===== src/rtl/rf_wr_arb_pkg.sv =====
// Shared constants for the register-file write arbiter.
// Holds the requester ids, default address/data widths and the write
// counter width.
package rf_wr_arb_pkg;

  localparam int unsigned AW_DEF = 5;
  localparam int unsigned DW_DEF = 32;
  localparam int unsigned CNT_W  = 16;

  // Requester ids; also the bit positions in the one-hot grant vector.
  localparam logic REQ_CORE = 1'b0;
  localparam logic REQ_DBG  = 1'b1;

endpackage : rf_wr_arb_pkg


===== src/rtl/rf_wr_arb_rr_arb2.sv =====
// Two-input grant logic: round-robin against last_gnt when rr_en=1,
// fixed priority (requester 0 highest) when rr_en=0.
// Ports: valid[1:0] requests, last_gnt id of previous winner,
//        rr_en arbitration mode, gnt[1:0] one-hot grant (combinational).
module rr_arb2
  import rf_wr_arb_pkg::*;
(
  input  logic [1:0] valid,
  input  logic       last_gnt,
  input  logic       rr_en,
  output logic [1:0] gnt
);

  // Contention resolves to the requester that did not win last time.
  always_comb begin
    gnt = 2'b00;
    if (valid == 2'b11) begin
      if (rr_en && (last_gnt == REQ_CORE)) begin
        gnt = 2'b10;
      end else begin
        gnt = 2'b01;
      end
    end else begin
      gnt = valid;
    end
  end

endmodule : rr_arb2


===== src/rtl/rf_wr_arb.sv =====
// Register-file write arbiter: merges the core writeback port (req0) and the
// debug/load port (req1) onto a single registered register-file write port.
// Ports: clk, rst_n (sync, active-low), hold (freeze grants),
//        reqK_valid/addr/data in, reqK_ready out (combinational),
//        RegWrite/rc/dc registered write port, last_gnt last winner id,
//        wr_cnt count of issued writes (wraps).
module rf_wr_arb
  import rf_wr_arb_pkg::*;
#(
  parameter bit          RR_EN = 1'b1,
  parameter int unsigned AW    = AW_DEF,
  parameter int unsigned DW    = DW_DEF
) (
  input  logic             clk,
  input  logic             rst_n,
  input  logic             hold,
  input  logic             req0_valid,
  input  logic [AW-1:0]    req0_addr,
  input  logic [DW-1:0]    req0_data,
  output logic             req0_ready,
  input  logic             req1_valid,
  input  logic [AW-1:0]    req1_addr,
  input  logic [DW-1:0]    req1_data,
  output logic             req1_ready,
  output logic             RegWrite,
  output logic [AW-1:0]    rc,
  output logic [DW-1:0]    dc,
  output logic             last_gnt,
  output logic [CNT_W-1:0] wr_cnt
);

  logic [1:0]       valid_c;
  logic [1:0]       gnt_c;
  logic             xfer_c;
  logic             sel_c;
  logic [AW-1:0]    addr_c;
  logic [DW-1:0]    data_c;

  logic             regwrite_d, regwrite_q;
  logic [AW-1:0]    rc_d,       rc_q;
  logic [DW-1:0]    dc_d,       dc_q;
  logic             last_gnt_d, last_gnt_q;
  logic [CNT_W-1:0] wr_cnt_d,   wr_cnt_q;

  // Requests are masked during reset and hold so no ready can rise.
  assign valid_c = (rst_n && !hold) ? {req1_valid, req0_valid} : 2'b00;

  rr_arb2 u_arb (
    .valid    (valid_c),
    .last_gnt (last_gnt_q),
    .rr_en    (RR_EN),
    .gnt      (gnt_c)
  );

  assign req0_ready = gnt_c[0];
  assign req1_ready = gnt_c[1];

  // Next-state: pick the granted payload; address 0 is accepted but dropped.
  always_comb begin
    xfer_c     = |gnt_c;
    sel_c      = gnt_c[1] ? REQ_DBG : REQ_CORE;
    addr_c     = gnt_c[1] ? req1_addr : req0_addr;
    data_c     = gnt_c[1] ? req1_data : req0_data;
    regwrite_d = 1'b0;
    rc_d       = rc_q;
    dc_d       = dc_q;
    last_gnt_d = last_gnt_q;
    wr_cnt_d   = wr_cnt_q;
    if (xfer_c) begin
      last_gnt_d = sel_c;
      if (addr_c != '0) begin
        regwrite_d = 1'b1;
        rc_d       = addr_c;
        dc_d       = data_c;
        wr_cnt_d   = wr_cnt_q + CNT_W'(1);
      end
    end
  end

  // State registers; last_gnt resets to the debug id so the core wins first.
  always_ff @(posedge clk) begin
    if (!rst_n) begin
      regwrite_q <= 1'b0;
      rc_q       <= '0;
      dc_q       <= '0;
      last_gnt_q <= REQ_DBG;
      wr_cnt_q   <= '0;
    end else begin
      regwrite_q <= regwrite_d;
      rc_q       <= rc_d;
      dc_q       <= dc_d;
      last_gnt_q <= last_gnt_d;
      wr_cnt_q   <= wr_cnt_d;
    end
  end

  assign RegWrite = regwrite_q;
  assign rc       = rc_q;
  assign dc       = dc_q;
  assign last_gnt = last_gnt_q;
  assign wr_cnt   = wr_cnt_q;

endmodule : rf_wr_arb


===== config.mk =====
export PLATFORM = sky130hd
export DESIGN_NAME = rf_wr_arb
export DESIGN_NICKNAME = d
export VERILOG_FILES = /design/src/rtl/rf_wr_arb_pkg.sv /design/src/rtl/rf_wr_arb_rr_arb2.sv /design/src/rtl/rf_wr_arb.sv
export SDC_FILE = /design/constraint.sdc
export NUM_CORES = 1
export LEC_CHECK = 0
export CAP_MARGIN = 20
export CELL_PAD_IN_SITES_DETAIL_PLACEMENT = 1
export CELL_PAD_IN_SITES_GLOBAL_PLACEMENT = 1
export CORE_MARGIN = 10
export CORE_UTILIZATION = 47
export DETAILED_ROUTE_END_ITERATION = 6
export DONT_BUFFER_PORTS = 1
export PLACE_DENSITY_LB_ADDON = 0.05
export REMOVE_ABC_BUFFERS = 1
export SYNTH_ARGS = -nofsm -noshare
export SYNTH_HDL_FRONTEND = slang
export SYNTH_SLANG_ARGS = --single-unit

===== constraint.sdc =====
create_clock -name clk -period 4.6 [get_ports clk]
set_input_delay 0.92 -clock clk [delete_from_list [all_inputs] [get_ports clk]]
set_output_delay 0.92 -clock clk [all_outputs]
set_load 0.01 [all_outputs]

==> flow_metrics.env <==
export IMPL_outcome="completed"
export IMPL_place_port_buffers=0
export IMPL_ys_seq_area_share_pct=44.4
export IMPL_syn_area_um2=2480
export IMPL_clock_skew_ns=0.00368
export IMPL_drt_iter0_markers=108
export IMPL_r2r_start="last_gnt"
export IMPL_wl_per_cell_um=21.7
export IMPL_track_usage_pct=16.1
export IMPL_holdBufCountCts=0
export IMPL_multi_input_area_um2=1270
export IMPL_powerDensity_nw_per_um2=336
export IMPL_use_met3_pct=8.72
export IMPL_grt_antenna_before_repair=0
export IMPL_viasPerCell=6.10
export IMPL_peakVddDrop_mv=0.163
export IMPL_dieArea_um2=8580
export IMPL_regToRegEndpoint="dc[17]"
export IMPL_first_pass_iters=4
export IMPL_drive_above_1_share_pct=5.36
export IMPL_finalPower_mw=0.867
export IMPL_met2_usage_pct=26.2
export IMPL_die_w_um=92.6
export IMPL_worst_pin_slew_ns=0.843
export IMPL_p_comb_share_pct=7.5
export IMPL_hold_end="dc[2]"
export IMPL_intPower_mw=0.648
export IMPL_relSlewSlack_pct=43.8
export IMPL_r2r_slack_ns=2.06
export IMPL_grt_pass1_vias=2157
export IMPL_routabilityCongestion=0.742
export IMPL_core_area_um2=5110
export IMPL_fmax_mhz=324
export IMPL_dp_slack_ns=1.22
export IMPL_grtUsageMet1_pct=18.4
export IMPL_avgSynthCellArea_um2=9.15
export IMPL_final_cells=331
export IMPL_post_synth_top_area_fraction_pct=44.4
export IMPL_reg2reg_depth=6
export IMPL_crit_required_ns=4.82
export IMPL_cts_tree="built"
export IMPL_num_vias=2020
export IMPL_hold_depth=2
export IMPL_nFillCells=608
export IMPL_critPathArrivalTime_ns=3.30
export IMPL_cp_start_kind="input pin"
export IMPL_synth_seq_cells=55
export IMPL_dpl_hpwl_um=5490
export IMPL_clkSlewWorstSetupHoldPaths_ns=0.09
export IMPL_hold_class="reg -> reg"
export IMPL_synth_largest_area_cell="dfxtp_1"
export IMPL_rows=26
export IMPL_top_usage_layer="met2"
export IMPL_setup_tns_ns=0
export IMPL_rsz0062_at_grt="false"
export IMPL_clockRootBuffer="clkbuf_8"
export IMPL_grt_max_degree=56
export IMPL_clkLatencyLatePin_ns=0.30
export IMPL_htreeDepth=2
export IMPL_criticalPathCategory="in -> reg"
export IMPL_start_util_pct=48.5
export IMPL_synthCells=271
export IMPL_synth_cell_types=34
export IMPL_switchingPower_mw=0.219
export IMPL_min_period_ns=3.09
export IMPL_maxCapViolations=0
export IMPL_crit_path_max_fanout=55
export IMPL_postCtsSetupBuffers=0
export IMPL_overflow=0
export IMPL_leakagePower_nw=1.10
export IMPL_cts_num_sinks=55
export IMPL_clock_path_buffers=2
export IMPL_antenna_left=0
export IMPL_fin_nets=341
export IMPL_power_frac_clock_pct=30.8
export IMPL_p_sw_share_pct=25.2
export IMPL_finalSetupViolations=0
export IMPL_synth_top_cells_by_area="dfxtp_1 44%, mux2i_1 16%, nand3_1 8.3%, o21ai_0 6.9%, or4_1 3.3%"
export IMPL_maxSlewViolCount=0
export IMPL_cts_buffers=5
export IMPL_fin_crit_sh_pct=67.1
export IMPL_end_kind="register"
export IMPL_diodes=0
export IMPL_p_seq_share_pct=61.8
export IMPL_dp_cells=324
export IMPL_drc_errors=0
export IMPL_regArea_um2=1100
export IMPL_grt_pass1_wl_um=11500
export IMPL_cts_resized_gates=0
export IMPL_die_h_um=92.6
export IMPL_finalHoldViolCount=0
export IMPL_ys_warn_count=0
export IMPL_routed_wl_um=7180
export IMPL_hp_start="dc[2]"
export IMPL_fin_ws_ns=1.51
export IMPL_ios=136
export IMPL_area_delta_synth_final_pct=4.09
[metrics by stage]
step           instance area (um2)  hold WS (ns)  util [%]
4_1_cts                       2580         0.540      50.5
2_1_floorplan                 2380         0.488         -
3_3_place_gp                  2490         0.514      48.8
5_1_grt                       2580         0.553      50.5
3_5_place_dp                  2490         0.527      48.8
6_report                      2580         0.529      50.5
[power groups by stage]
stage | sequential [mW] | clock (mW) | combinational [mW]
floorplan | 0.538 | 0 | 0.0531
global placement | 0.548 | 0 | 0.0633
detailed placement | 0.548 | 0 | 0.0663
CTS | 0.537 | 0.278 | 0.0662
global route | 0.540 | 0.303 | 0.0749
finish | 0.536 | 0.267 | 0.0649
[critical path, stage by stage]
cell and delay (ns):
or4_1 0.51, nor4b_1 0.40, or3_2 0.76, buf_4 0.44
nand3_1 0.13, o21ai_0 0.10
[synthesized netlist by cell type]
master	number
dfxtp_1	55
nand3_1	41
mux2i_1	39
o21ai_0	34
a21oi_1	13
nand2_1	13
or4_1	11
clkbuf_1	10
o31ai_1	10
inv_1	5
buf_2	4
nand4_1	4
nor2_1	4
a2bb2oi_1	3
buf_4	3
and3_1	2
nand2b_1	2
xnor2_1	2
a221o_1	1
a311oi_1	1
and2b_2	1
and4_1	1
buf_1	1
buf_6	1
ha_1	1
nand3b_1	1
nor4_1	1
nor4b_1	1
o211ai_1	1
o21ai_2	1
o311ai_0	1
o41ai_1	1
or2_2	1
or3_1	1
[logic make-up after synthesis]
family / synth area share, %
flip-flops: 44.4
multiplexers: 15.7
AND/OR/NAND/NOR: 18.3
buffers and inverters: 4.59
adder cells (fa/ha/maj): 0.505
XOR/XNOR: 0.707
AO/OA/AOI/OAI: 15.7
[cell usage in the layout, fill, tap and decap left out, types with 2 or more instances in the layout]
cell,synthesis,routed
dfxtp_1,55,55
nand3_1,41,40
mux2i_1,39,39
o21ai_0,34,34
nand2_1,13,13
a21oi_1,13,13
or4_1,11,11
o31ai_1,10,10
clkbuf_8,0,6
inv_1,5,5
nand4_1,4,4
nor2_1,4,4
a2bb2oi_1,3,3
nand2b_1,2,2
and3_1,2,2
xnor2_1,2,2
buf_4,3,2
[registers in the layout, indices dropped and copies added (netlist names)]
signal	flops
RegWrite	1
dc	32
wr_cnt	16
last_gnt	1
rc	5
[metal layers]
layer  share of wire (%)  vias up
met5                   0        -
met1                  39      937
met3                  13        6
met2                  47       88
li1                    -      989
met4                0.74        0
[how the worst max path moves through the flow]
stage | start | to | slack (ns) | cells after the start
2_1_floorplan | req1_addr[3] | wr_cnt[4] | 0.73 | 6
3_3_place_gp | req1_addr[3] | dc[2] | 1.33 | 5
3_5_place_dp | req1_addr[3] | dc[7] | 1.22 | 5
4_1_cts | req1_addr[3] | dc[17] | 1.51 | 6
5_1_grt | req1_addr[3] | dc[3] | 1.22 | 6
6_report | req1_addr[3] | dc[17] | 1.51 | 6
[area by class of cell]
class                      count  share of cell area [%]
clock inverter                 1                   0.194
sequential                    55                    42.7
inverter                       5                   0.727
multi-input combinational    192                    49.2
clock buffer                   6                    3.20
timing repair buffer           2                   0.582
tap                           70                    3.39
Power figures use the tool's default switching activity.
